--- src/rtl/bvurem_ic_skolem_seq_pkg.sv ---
// ----------------------------------------------------------------------------
// bvic_pkg
// Shared types and the invertibility-condition / witness function for the
// unsigned-remainder Skolem generator. The function is written against a
// fixed maximum width so that any operand width up to IW_MAX can reuse it.
// Callers zero-extend their operands and take the low bits of the witness.
//   ic_witness(s, t, mode, w) returns {ic, x[IW_MAX-1:0]}
// ----------------------------------------------------------------------------
package bvic_pkg;

    localparam int unsigned IW_MAX = 32;

    typedef enum logic {
        MODE_UGT = 1'b0,
        MODE_ULT = 1'b1
    } mode_e;

    typedef enum logic [1:0] {
        S_IDLE = 2'd0,
        S_DIV  = 2'd1,
        S_DONE = 2'd2
    } state_e;

    // Invertibility condition and witness for (x urem s) >u t / <u t at width w.
    function automatic logic [IW_MAX:0] ic_witness(
        input logic [IW_MAX-1:0] s,
        input logic [IW_MAX-1:0] t,
        input mode_e             mode,
        input int unsigned       w
    );
        logic [IW_MAX-1:0] mask_s;
        logic              ic_s;
        logic [IW_MAX-1:0] x_s;
        if (w >= IW_MAX) begin
            mask_s = {IW_MAX{1'b1}};
        end else begin
            mask_s = (32'd1 << w) - 32'd1;
        end
        ic_s = 1'b0;
        x_s  = {IW_MAX{1'b0}};
        case (mode)
            MODE_UGT: begin
                if (s == {IW_MAX{1'b0}}) begin
                    // urem by zero returns x itself, so any x above t works
                    ic_s = (t != mask_s);
                    x_s  = ic_s ? ((t + 32'd1) & mask_s) : {IW_MAX{1'b0}};
                end else begin
                    // the largest remainder reachable is s-1
                    ic_s = (t < (s - 32'd1));
                    x_s  = ic_s ? (s - 32'd1) : {IW_MAX{1'b0}};
                end
            end
            MODE_ULT: begin
                // remainder 0 (x = 0) is below every nonzero t
                ic_s = (t != {IW_MAX{1'b0}});
                x_s  = {IW_MAX{1'b0}};
            end
            default: begin
                ic_s = 1'b0;
                x_s  = {IW_MAX{1'b0}};
            end
        endcase
        return {ic_s, x_s};
    endfunction

endpackage

--- src/rtl/bvurem_ic_skolem_seq_urem_serial.sv ---
// ----------------------------------------------------------------------------
// urem_serial
// Restoring serial remainder unit: one dividend bit per cycle, MSB first.
// A start pulse clears the partial remainder and loads the bit counter; W
// cycles later rem holds x urem s (x urem 0 = x falls out naturally because
// subtracting zero always succeeds). x and s must stay stable while busy.
// Ports:
//   clk, rst   clock, asynchronous active-high reset
//   start      load and begin (ignored while busy)
//   x, s       dividend, divisor
//   busy       division in progress
//   done       high during the final step cycle (rem updates at its end)
//   rem        latched remainder
//   rem_nxt    remainder being produced this cycle, valid when done = 1
// ----------------------------------------------------------------------------
module urem_serial
    import bvic_pkg::*;
#(
    parameter int unsigned W = 4
) (
    input  logic         clk,
    input  logic         rst,
    input  logic         start,
    input  logic [W-1:0] x,
    input  logic [W-1:0] s,
    output logic         busy,
    output logic         done,
    output logic [W-1:0] rem,
    output logic [W-1:0] rem_nxt
);

    localparam int unsigned CW = ($clog2(W) < 1) ? 1 : $clog2(W);

    logic [W:0]    r_r;
    logic [CW-1:0] cnt_r;
    logic          busy_r;
    logic [W-1:0]  rem_r;

    logic [W:0]    r_shift_s;
    logic [W:0]    r_step_s;
    logic          done_s;

    // One restoring step: shift in the next dividend bit, subtract if it fits.
    always_comb begin
        r_shift_s = {r_r[W-1:0], x[cnt_r]};
        if (r_shift_s >= {1'b0, s}) begin
            r_step_s = r_shift_s - {1'b0, s};
        end else begin
            r_step_s = r_shift_s;
        end
        done_s = busy_r && (cnt_r == {CW{1'b0}});
    end

    // Partial remainder, bit counter, busy flag and latched result.
    always_ff @(posedge clk or posedge rst) begin
        if (rst) begin
            r_r    <= {(W+1){1'b0}};
            cnt_r  <= {CW{1'b0}};
            busy_r <= 1'b0;
            rem_r  <= {W{1'b0}};
        end else if (start && !busy_r) begin
            r_r    <= {(W+1){1'b0}};
            cnt_r  <= CW'(W-1);
            busy_r <= 1'b1;
        end else if (busy_r) begin
            r_r <= r_step_s;
            if (cnt_r == {CW{1'b0}}) begin
                busy_r <= 1'b0;
                rem_r  <= r_step_s[W-1:0];
            end else begin
                cnt_r <= cnt_r - CW'(1);
            end
        end
    end

    assign busy    = busy_r;
    assign done    = done_s;
    assign rem     = rem_r;
    assign rem_nxt = r_step_s[W-1:0];

endmodule

--- src/rtl/bvurem_ic_skolem_seq.sv ---
// ----------------------------------------------------------------------------
// bvurem_ic_skolem_seq
// Skolem witness generator for (x urem s) >u t (mode 0) and <u t (mode 1).
// On acceptance it registers the invertibility condition ic and witness x,
// then replays x urem s through a serial divider and flags whether the
// recomputed remainder agrees with ic.
// Ports:
//   clk, rst            clock, asynchronous active-high reset
//   in_valid/in_ready   request handshake carrying s, t, mode
//   out_valid/out_ready result handshake carrying ic, x, rem, check_ok
// Latency: out_valid rises W+1 cycles after the acceptance edge; the first
// DIV cycle launches the divider, the next W cycles step it.
// ----------------------------------------------------------------------------
module bvurem_ic_skolem_seq
    import bvic_pkg::*;
#(
    parameter int unsigned W = 4
) (
    input  logic         clk,
    input  logic         rst,
    input  logic         in_valid,
    output logic         in_ready,
    input  logic [W-1:0] s,
    input  logic [W-1:0] t,
    input  logic         mode,
    output logic         out_valid,
    input  logic         out_ready,
    output logic         ic,
    output logic [W-1:0] x,
    output logic [W-1:0] rem,
    output logic         check_ok
);

    state_e        state_r;
    state_e        state_nxt_s;

    logic [W-1:0]  s_r;
    logic [W-1:0]  t_r;
    mode_e         mode_r;
    logic          ic_r;
    logic [W-1:0]  x_r;
    logic          check_ok_r;
    logic          in_ready_r;
    logic          out_valid_r;

    logic [IW_MAX-1:0] s_ext_s;
    logic [IW_MAX-1:0] t_ext_s;
    logic [IW_MAX:0]   icw_s;
    logic              ic_s;
    logic [W-1:0]      x_s;
    logic              unused_icw_s;

    logic          accept_s;
    logic          start_s;
    logic          div_busy_s;
    logic          div_done_s;
    logic [W-1:0]  div_rem_s;
    logic [W-1:0]  div_rem_nxt_s;
    logic          cmp_s;

    // Condition and witness for the operands currently on the input port.
    always_comb begin
        s_ext_s          = {IW_MAX{1'b0}};
        t_ext_s          = {IW_MAX{1'b0}};
        s_ext_s[W-1:0]   = s;
        t_ext_s[W-1:0]   = t;
        icw_s            = ic_witness(s_ext_s, t_ext_s, mode_e'(mode), W);
        ic_s             = icw_s[IW_MAX];
        x_s              = icw_s[W-1:0];
        unused_icw_s     = ^icw_s;
    end

    // FSM state register.
    always_ff @(posedge clk or posedge rst) begin
        if (rst) begin
            state_r <= S_IDLE;
        end else begin
            state_r <= state_nxt_s;
        end
    end

    // FSM next-state logic.
    always_comb begin
        state_nxt_s = state_r;
        case (state_r)
            S_IDLE: begin
                if (in_valid) begin
                    state_nxt_s = S_DIV;
                end else begin
                    state_nxt_s = S_IDLE;
                end
            end
            S_DIV: begin
                if (div_done_s) begin
                    state_nxt_s = S_DONE;
                end else begin
                    state_nxt_s = S_DIV;
                end
            end
            S_DONE: begin
                if (out_ready) begin
                    state_nxt_s = S_IDLE;
                end else begin
                    state_nxt_s = S_DONE;
                end
            end
            default: state_nxt_s = S_IDLE;
        endcase
    end

    // FSM control outputs: request capture and divider launch.
    always_comb begin
        accept_s = 1'b0;
        start_s  = 1'b0;
        case (state_r)
            S_IDLE:  accept_s = in_valid;
            // busy drops on the final step edge, by which time the state is DONE
            S_DIV:   start_s  = !div_busy_s;
            S_DONE:  start_s  = 1'b0;
            default: begin
                accept_s = 1'b0;
                start_s  = 1'b0;
            end
        endcase
    end

    // Handshake flags registered from the next state so they align with it.
    always_ff @(posedge clk or posedge rst) begin
        if (rst) begin
            in_ready_r  <= 1'b1;
            out_valid_r <= 1'b0;
        end else begin
            in_ready_r  <= (state_nxt_s == S_IDLE);
            out_valid_r <= (state_nxt_s == S_DONE);
        end
    end

    // Request capture: operands, condition and witness.
    always_ff @(posedge clk or posedge rst) begin
        if (rst) begin
            s_r    <= {W{1'b0}};
            t_r    <= {W{1'b0}};
            mode_r <= MODE_UGT;
            ic_r   <= 1'b0;
            x_r    <= {W{1'b0}};
        end else if (accept_s) begin
            s_r    <= s;
            t_r    <= t;
            mode_r <= mode_e'(mode);
            ic_r   <= ic_s;
            x_r    <= x_s;
        end
    end

    urem_serial #(
        .W (W)
    ) u_urem (
        .clk     (clk),
        .rst     (rst),
        .start   (start_s),
        .x       (x_r),
        .s       (s_r),
        .busy    (div_busy_s),
        .done    (div_done_s),
        .rem     (div_rem_s),
        .rem_nxt (div_rem_nxt_s)
    );

    // Requested relation evaluated on the remainder the divider is finishing.
    always_comb begin
        if (mode_r == MODE_ULT) begin
            cmp_s = (div_rem_nxt_s < t_r);
        end else begin
            cmp_s = (div_rem_nxt_s > t_r);
        end
    end

    // Self-check flag, latched together with the final remainder.
    always_ff @(posedge clk or posedge rst) begin
        if (rst) begin
            check_ok_r <= 1'b0;
        end else if (div_done_s) begin
            check_ok_r <= (cmp_s == ic_r);
        end
    end

    assign in_ready  = in_ready_r;
    assign out_valid = out_valid_r;
    assign ic        = ic_r;
    assign x         = x_r;
    assign rem       = div_rem_s;
    assign check_ok  = check_ok_r;

endmodule

--- config.mk ---
export PLATFORM = sky130hd
export DESIGN_NAME = bvurem_ic_skolem_seq
export DESIGN_NICKNAME = d
export VERILOG_FILES = /design/src/rtl/bvurem_ic_skolem_seq_pkg.sv /design/src/rtl/bvurem_ic_skolem_seq_urem_serial.sv /design/src/rtl/bvurem_ic_skolem_seq.sv
export SDC_FILE = /design/constraint.sdc
export NUM_CORES = 1
export LEC_CHECK = 0
export ABC_CLOCK_PERIOD_IN_PS = 7800
export BUFFER_PORTS_ARGS = -buffer_cell sky130_fd_sc_hd__clkbuf_2
export CORE_ASPECT_RATIO = 1.2
export CORE_UTILIZATION = 25
export DETAILED_ROUTE_END_ITERATION = 16
export GPL_TIMING_DRIVEN = 0
export PLACE_DENSITY_LB_ADDON = 0.1
export SLEW_MARGIN = 10
export SYNTH_ARGS = -nofsm -noshare
export SYNTH_HDL_FRONTEND = slang
export SYNTH_SLANG_ARGS = --single-unit
--- constraint.sdc ---
create_clock -name clk -period 7.8 [get_ports clk]
set_clock_uncertainty 0.15 [all_clocks]
set_input_delay 1.17 -clock clk [delete_from_list [all_inputs] [get_ports clk]]
set_output_delay 1.17 -clock clk [all_outputs]
set_load 0.01 [all_outputs]
=== Word level (Yosys, flattened, before mapping) ===
Cells that the tools add are included.
W data, S select, Z words.

* Register bits after elaboration: 30
* Bits of input ports: 13
* Output and inout port bits: 12
* Logic and storage cells: 65

* Add/sub/neg operators: 4
* $lt $le $gt $ge: 5
* Eq/ne operators: 6
* Multiplexer cells: 24
* Bitwise operators: 2
* Reductions and logical operators: 11

{| class="wikitable"
|+ Operators by type and width
! cell !! number
|-
| $lt A4 B32 Y1 || 1
|-
| $mux W4 || 6
|-
| $mux W2 || 5
|-
| $mux W1 || 9
|-
| $pmux W4 S2 || 1
|-
| $logic_not A2 Y1 || 3
|-
| $pmux W2 S3 || 1
|-
| $ge A5 B4 Y1 || 1
|-
| $sub A4 B1 Y5 const B || 1
|-
| $add A4 B1 Y4 const B || 1
|-
| $eq A2 B2 Y1 const B || 2
|-
| $gt A4 B4 Y1 || 1
|-
| $logic_not A4 Y1 || 1
|-
| $lt A4 B4 Y1 || 1
|-
| $ne A4 B4 Y1 const B || 1
|-
| $reduce_bool A4 Y1 || 1
|-
| $sub A4 B4 Y4 || 1
|-
| $lt A2 B3 Y1 const B || 1
|-
| $reduce_and A3 Y1 || 1
|-
| $bmux W1 S2 || 1
|-
| $eq A2 B1 Y1 const B || 1
|-
| $logic_and A1 B1 Y1 || 2
|-
| $ne A2 B1 Y1 const B || 1
|-
| $not A1 Y1 || 2
|-
| other kinds (6) || 6
|}

=== Logic depth before layout (Yosys ltp) ===
* Depth in word-level cells: 7
* Mapped depth: 14
* Mapped depth without buffers: 14

=== Cells and area by module ===
From an unflattened synthesis, not the netlist that was laid out.

* Cell total of the unflattened synthesis: 206
* Area, all modules: 1924.3 um^2

{| class="wikitable"
|+ By module, submodules not included
! module !! times used !! cells each !! area each (um^2) !! sequential area each (um^2)
|-
| bvurem_ic_skolem_seq || 1 || 128 || 1179.9 || 476.7
|-
| urem_serial || 1 || 78 || 744.5 || 275.3
|}

=== Worst setup path before layout ===
OpenSTA, ideal clock, no wires.

* Kind: reg-to-reg
* From: reg u_urem.cnt_r[0]
* To: reg check_ok_r (netlist: check_ok)
* Setup time: 0.124 ns
* Arrival time: 2.997 ns
* Data required time: 7.526 ns
* Setup slack: 4.529 ns
* Stages on the path, launching flop included: 14
* Buffers on the path: 0
* Clock period less this slack: 3.271 ns
* Path through: dfrtp_1 > mux2_2 > o21ai_0 > ha_1 > nand2b_4 > a211oi_2 > o21ai_2 > mux2_4 > ha_1 > o21ai_0 > a21oi_1 > o21ai_0 > mux2i_1 > a211o_1

* Cells in the longest elaborated chain, start to end: 7
* Elaborated cells on any way between the ends: 11
* Those cells by class: 1 x add/sub; 3 x order compare; 1 x eq/ne; 4 x mux; 2 x reduce/logical

{| class="wikitable"
|+ RTL lines
! element !! RTL line !! RTL
|-
| start: declaration || bvurem_ic_skolem_seq_urem_serial.sv:35 || <nowiki>logic [CW-1:0] cnt_r;</nowiki>
|-
| start signal: assignment || bvurem_ic_skolem_seq_urem_serial.sv:58 || <nowiki>cnt_r <= {CW{1'b0}};</nowiki>
|-
| start signal: assignment || bvurem_ic_skolem_seq_urem_serial.sv:63 || <nowiki>cnt_r <= CW'(W-1);</nowiki>
|-
| start signal: assignment || bvurem_ic_skolem_seq_urem_serial.sv:71 || <nowiki>cnt_r <= cnt_r - CW'(1);</nowiki>
|-
| $bmux W1 S2 (*) || bvurem_ic_skolem_seq_urem_serial.sv:45 || <nowiki>r_shift_s = {r_r[W-1:0], x[cnt_r]};</nowiki>
|-
| $mux W1 (not written as such) (*) || bvurem_ic_skolem_seq_urem_serial.sv:45 ||
|-
| $sub A4 B4 Y4 or $ge A5 B4 Y1 (tied branches) || bvurem_ic_skolem_seq_urem_serial.sv:47, bvurem_ic_skolem_seq_urem_serial.sv:46 ||
|-
| $mux W4 (*) || bvurem_ic_skolem_seq_urem_serial.sv:46 || <nowiki>if (r_shift_s >= {1'b0, s}) begin</nowiki>
|-
| named net div_rem_nxt_s[2] || bvurem_ic_skolem_seq.sv:58 || <nowiki>logic [W-1:0] div_rem_nxt_s;</nowiki>
|-
| $gt A4 B4 Y1 or $lt A4 B4 Y1 (tied branches) || bvurem_ic_skolem_seq.sv:174, bvurem_ic_skolem_seq.sv:172 ||
|-
| $mux W1 (*) || bvurem_ic_skolem_seq.sv:171 || <nowiki>if (mode_r == MODE_ULT) begin</nowiki>
|-
| $eq A1 B1 Y1 (*) || bvurem_ic_skolem_seq.sv:183 || <nowiki>check_ok_r <= (cmp_s == ic_r);</nowiki>
|-
| end signal: assignment || bvurem_ic_skolem_seq.sv:183 ||
|-
| end: declaration || bvurem_ic_skolem_seq.sv:42 || <nowiki>logic check_ok_r;</nowiki>
|}

The timed path passes the listed nets; every way through them passes the cells marked *. The select of a mux whose other input is x is not followed.
A chain may end at the register's enable or synchronous reset.

=== Worst setup path in the final report ===
Ends and elaborated chain as after synthesis.

==> impl_results.md <==
- Detailed placement HPWL: 3.18 mm
- Dpl cells: 295
- Most used DFF post-synth: dfrtp_1
- Antenna violations before repair: 0
- Fillcell total: 756
- Final Hold Fails: 0
- Top cell by count, worst path: o21ai_0
- Syn_nets: 214
- GP Congestion: 0.751
- Maximum vdd ir drop: about 0.11 mV
- CP Max Fanout: 5
- Status: completed
- CTS root buf: clkbuf_8
- Final nets: 245
- 1st-iter DRT viols: 46
- Synthesized flop and latch total: 30
- TritonCTS clock tree: built
- Post-synth ARST share: 1.00
- Total CTS buffers: 5
- Clock sink count: 30
- Cell Count, Final, Fillers Out: 303
- RSZ-0062 raised after global routing: false
- GRT Util Overall: 0.129
- Layout cell share with drive strength beyond 1: 0.199
- PostCTS Resize Cnt: 0
- Global route overflow: 0
- First drt pass iteration count: 4
- Crit path cell chain: mux2_2 > o21ai_0 > ha_1 > nand2b_4 > a211oi_2 > o21ai_2 > mux2_4 > ha_1 > o21ai_0 > a21oi_1 > o21ai_0 > mux2i_1 > a211o_1
- Rows: 33
- Relative slew slack: 0.481
- Fmax: about 270 MHz
- ANT cells: 0
- I/O pins: 25
- Reg clk slew, reported paths: 0.06 ns
- DR WL/cell: between 10 and 15 um
- Slew @ Worst Pin: 0.777 ns
- DRC Markers: 0
- Cell variety after synth: roughly 40
- Worst Path Required: 7.81 ns
- Clock Path Buffers: 2
- Max-slew violation count: 0
- Core area: 6850 um2
- # Post-CTS Setup Buffers: 0
- Synthesized instance count: 184
- Final setup violation count: 0
- Most common cell in the synthesized netlist: dfrtp_1
- Top post-synthesis cells by area: dfrtp_1, ha_1, o21ai_0
- First-pass GRT wire length: 7.22 mm
- Die extent in y: roughly 94 um
- Largest net degree at the start of global routing: 31
- Post-synthesis sequential area ratio: 0.424
- Synth cell count leaders: dfrtp_1, nand2_1, o21ai_0, inv_1, ha_1
- Cell Area, Placed: 2000 um2
- Minimum clock period: ~3.7 ns
- Overall Power: 0.941 mW
- Pre-CTS setup slack: 4.09 ns
- Post-synth design cell area: approximately 1800 um2
- Core Util, Final: 0.304
- Crit start category: flip-flop
- Setup TNS Final: 0 ns
- Routed vias: about 1,400
- Critical Path End Type: flip-flop
- Post-CTS Hold Fix Bufs: 0
- Lkg Pwr: ~0.99 nW
- Hold WC Path Type: flip-flop to flip-flop
- Die W: 78.9 um
- Storage element area: 752 um2
- Syn avg cell area: 9.63 um2
- Routed wire length: 4.10 mm
- Worst path slowest cell: dfrtp_1
- Max-Cap Viols: 0
- Multi-input logic area: between 900 and 1000 um2
- Final period util: 0.468
- Port-buffer cells: 24
- Initial core utilization: 0.258
- H-tree Lvls: 2
- Worst-Skew Late Latency: 0.28 ns
- Yosys warning total: 0
- Crit path DAT: 3.67 ns
- Share of Yosys cell area claimed by the top area cell type: 0.410
- Crit-path max cell delay: 0.43 ns
- WHS: 0.325 ns
- Crit Path Class: flip-flop to flip-flop
- Final ANT Viol Nets: 0
- Post-synth EDFFs: 0
- Pwr/cell area: between 400 and 500 nW/um2
- Setup WS post-layout: 4.15 ns
- Top cell type by total area after synthesis: dfrtp_1
- Vias per cell: 4.58
- Vias in the first global route: about 1,500
- Die area: 7430 um2
- Final instance area: 2080 um2
- Synth-to-Final Area Change: 17.4%
[worst max-delay path: cells and delay by family, from the launching register on]
family	cells	cell delay [ns]
AOI/OAI and AO/OA	7	1.38
adders and majority gates	2	0.62
DFF	1	0.43
muxes	3	0.80
and+or+nand+nor	1	0.16
[worst paths after layout]
kind / startpoint / to / slack (ns) / depth (start not counted)
setup / recovery: u_urem.cnt_r[0] / check_ok / 4.15 / 13
hold / removal: u_urem.rem[0] / u_urem.rem[0] / 0.33 / 2
setup reg to reg: u_urem.cnt_r[0] / check_ok / 4.15 / 13
hold reg to reg: u_urem.rem[0] / u_urem.rem[0] / 0.33 / 2
max in group asynchronous: rst / u_urem.r_r[1] / 6.27 / 2
min in group asynchronous: rst / x[0] / 0.81 / 2
[routing by layer]
metal,up-vias,global-route usage,wire (um)
met5,-,0,0
met4,0,0.0455,57
met3,6,0.0301,125
met2,21,0.205,1890
met1,653,0.170,2030
li1,708,-,-
[report_power, final]
| part | internal, mW | switching, mW |
|---|---|---|
| Sequential | 0.235 | 0.0509 |
| Combinational | 0.251 | 0.286 |
| Clock | 0.0633 | 0.0562 |
[cell usage in the layout, fill, tap and decap left out, types with 2 or more instances in the layout]
master	n
mux2i_1	3
o31ai_1	5
ha_1	16
nor4_1	3
mux2_4	2
a21oi_1	10
clkbuf_2	24
nor2_1	10
inv_1	16
nand2_1	23
o22ai_1	2
clkbuf_8	5
mux2_2	4
o21ai_0	19
dfrtp_1	29
xnor2_1	3
a22o_1	2
clkbuf_1	6
nand2b_1	6
nor3_1	4
[cell type report]
cell class | count | area share
clock buffer | 8 | 0.0385
sequential | 30 | 0.361
timing repair buffer | 24 | 0.0577
buffer | 3 | 0.00541
tap | 87 | 0.0523
multi-input combinational | 134 | 0.454
inverter | 17 | 0.0307
[flip-flops by register name, indices dropped and copies added, names as in the netlist]
| signal | count |
|---|---|
| s_r | 4 |
| t_r | 4 |
| u_urem.r_r | 4 |
| u_urem.rem | 4 |
| x | 4 |
| state_r | 2 |
| u_urem.cnt_r | 2 |
| check_ok | 1 |
| ic | 1 |
| in_ready | 1 |
| mode_r | 1 |
| out_valid | 1 |
| u_urem.busy | 1 |
[logic make-up (layout without fill, tap and decap cells)]
group / after synthesis / count (layout) / synth area share
simple gates: 57 / 57 / 0.165
fa+ha+maj: 17 / 17 / 0.124
buf+inv: 20 / 52 / 0.0424
flops: 30 / 30 / 0.424
compound gates: 47 / 47 / 0.165
mux: 9 / 9 / 0.0593
xor+xnor: 4 / 4 / 0.0198
Power figures use the tool's default switching activity.
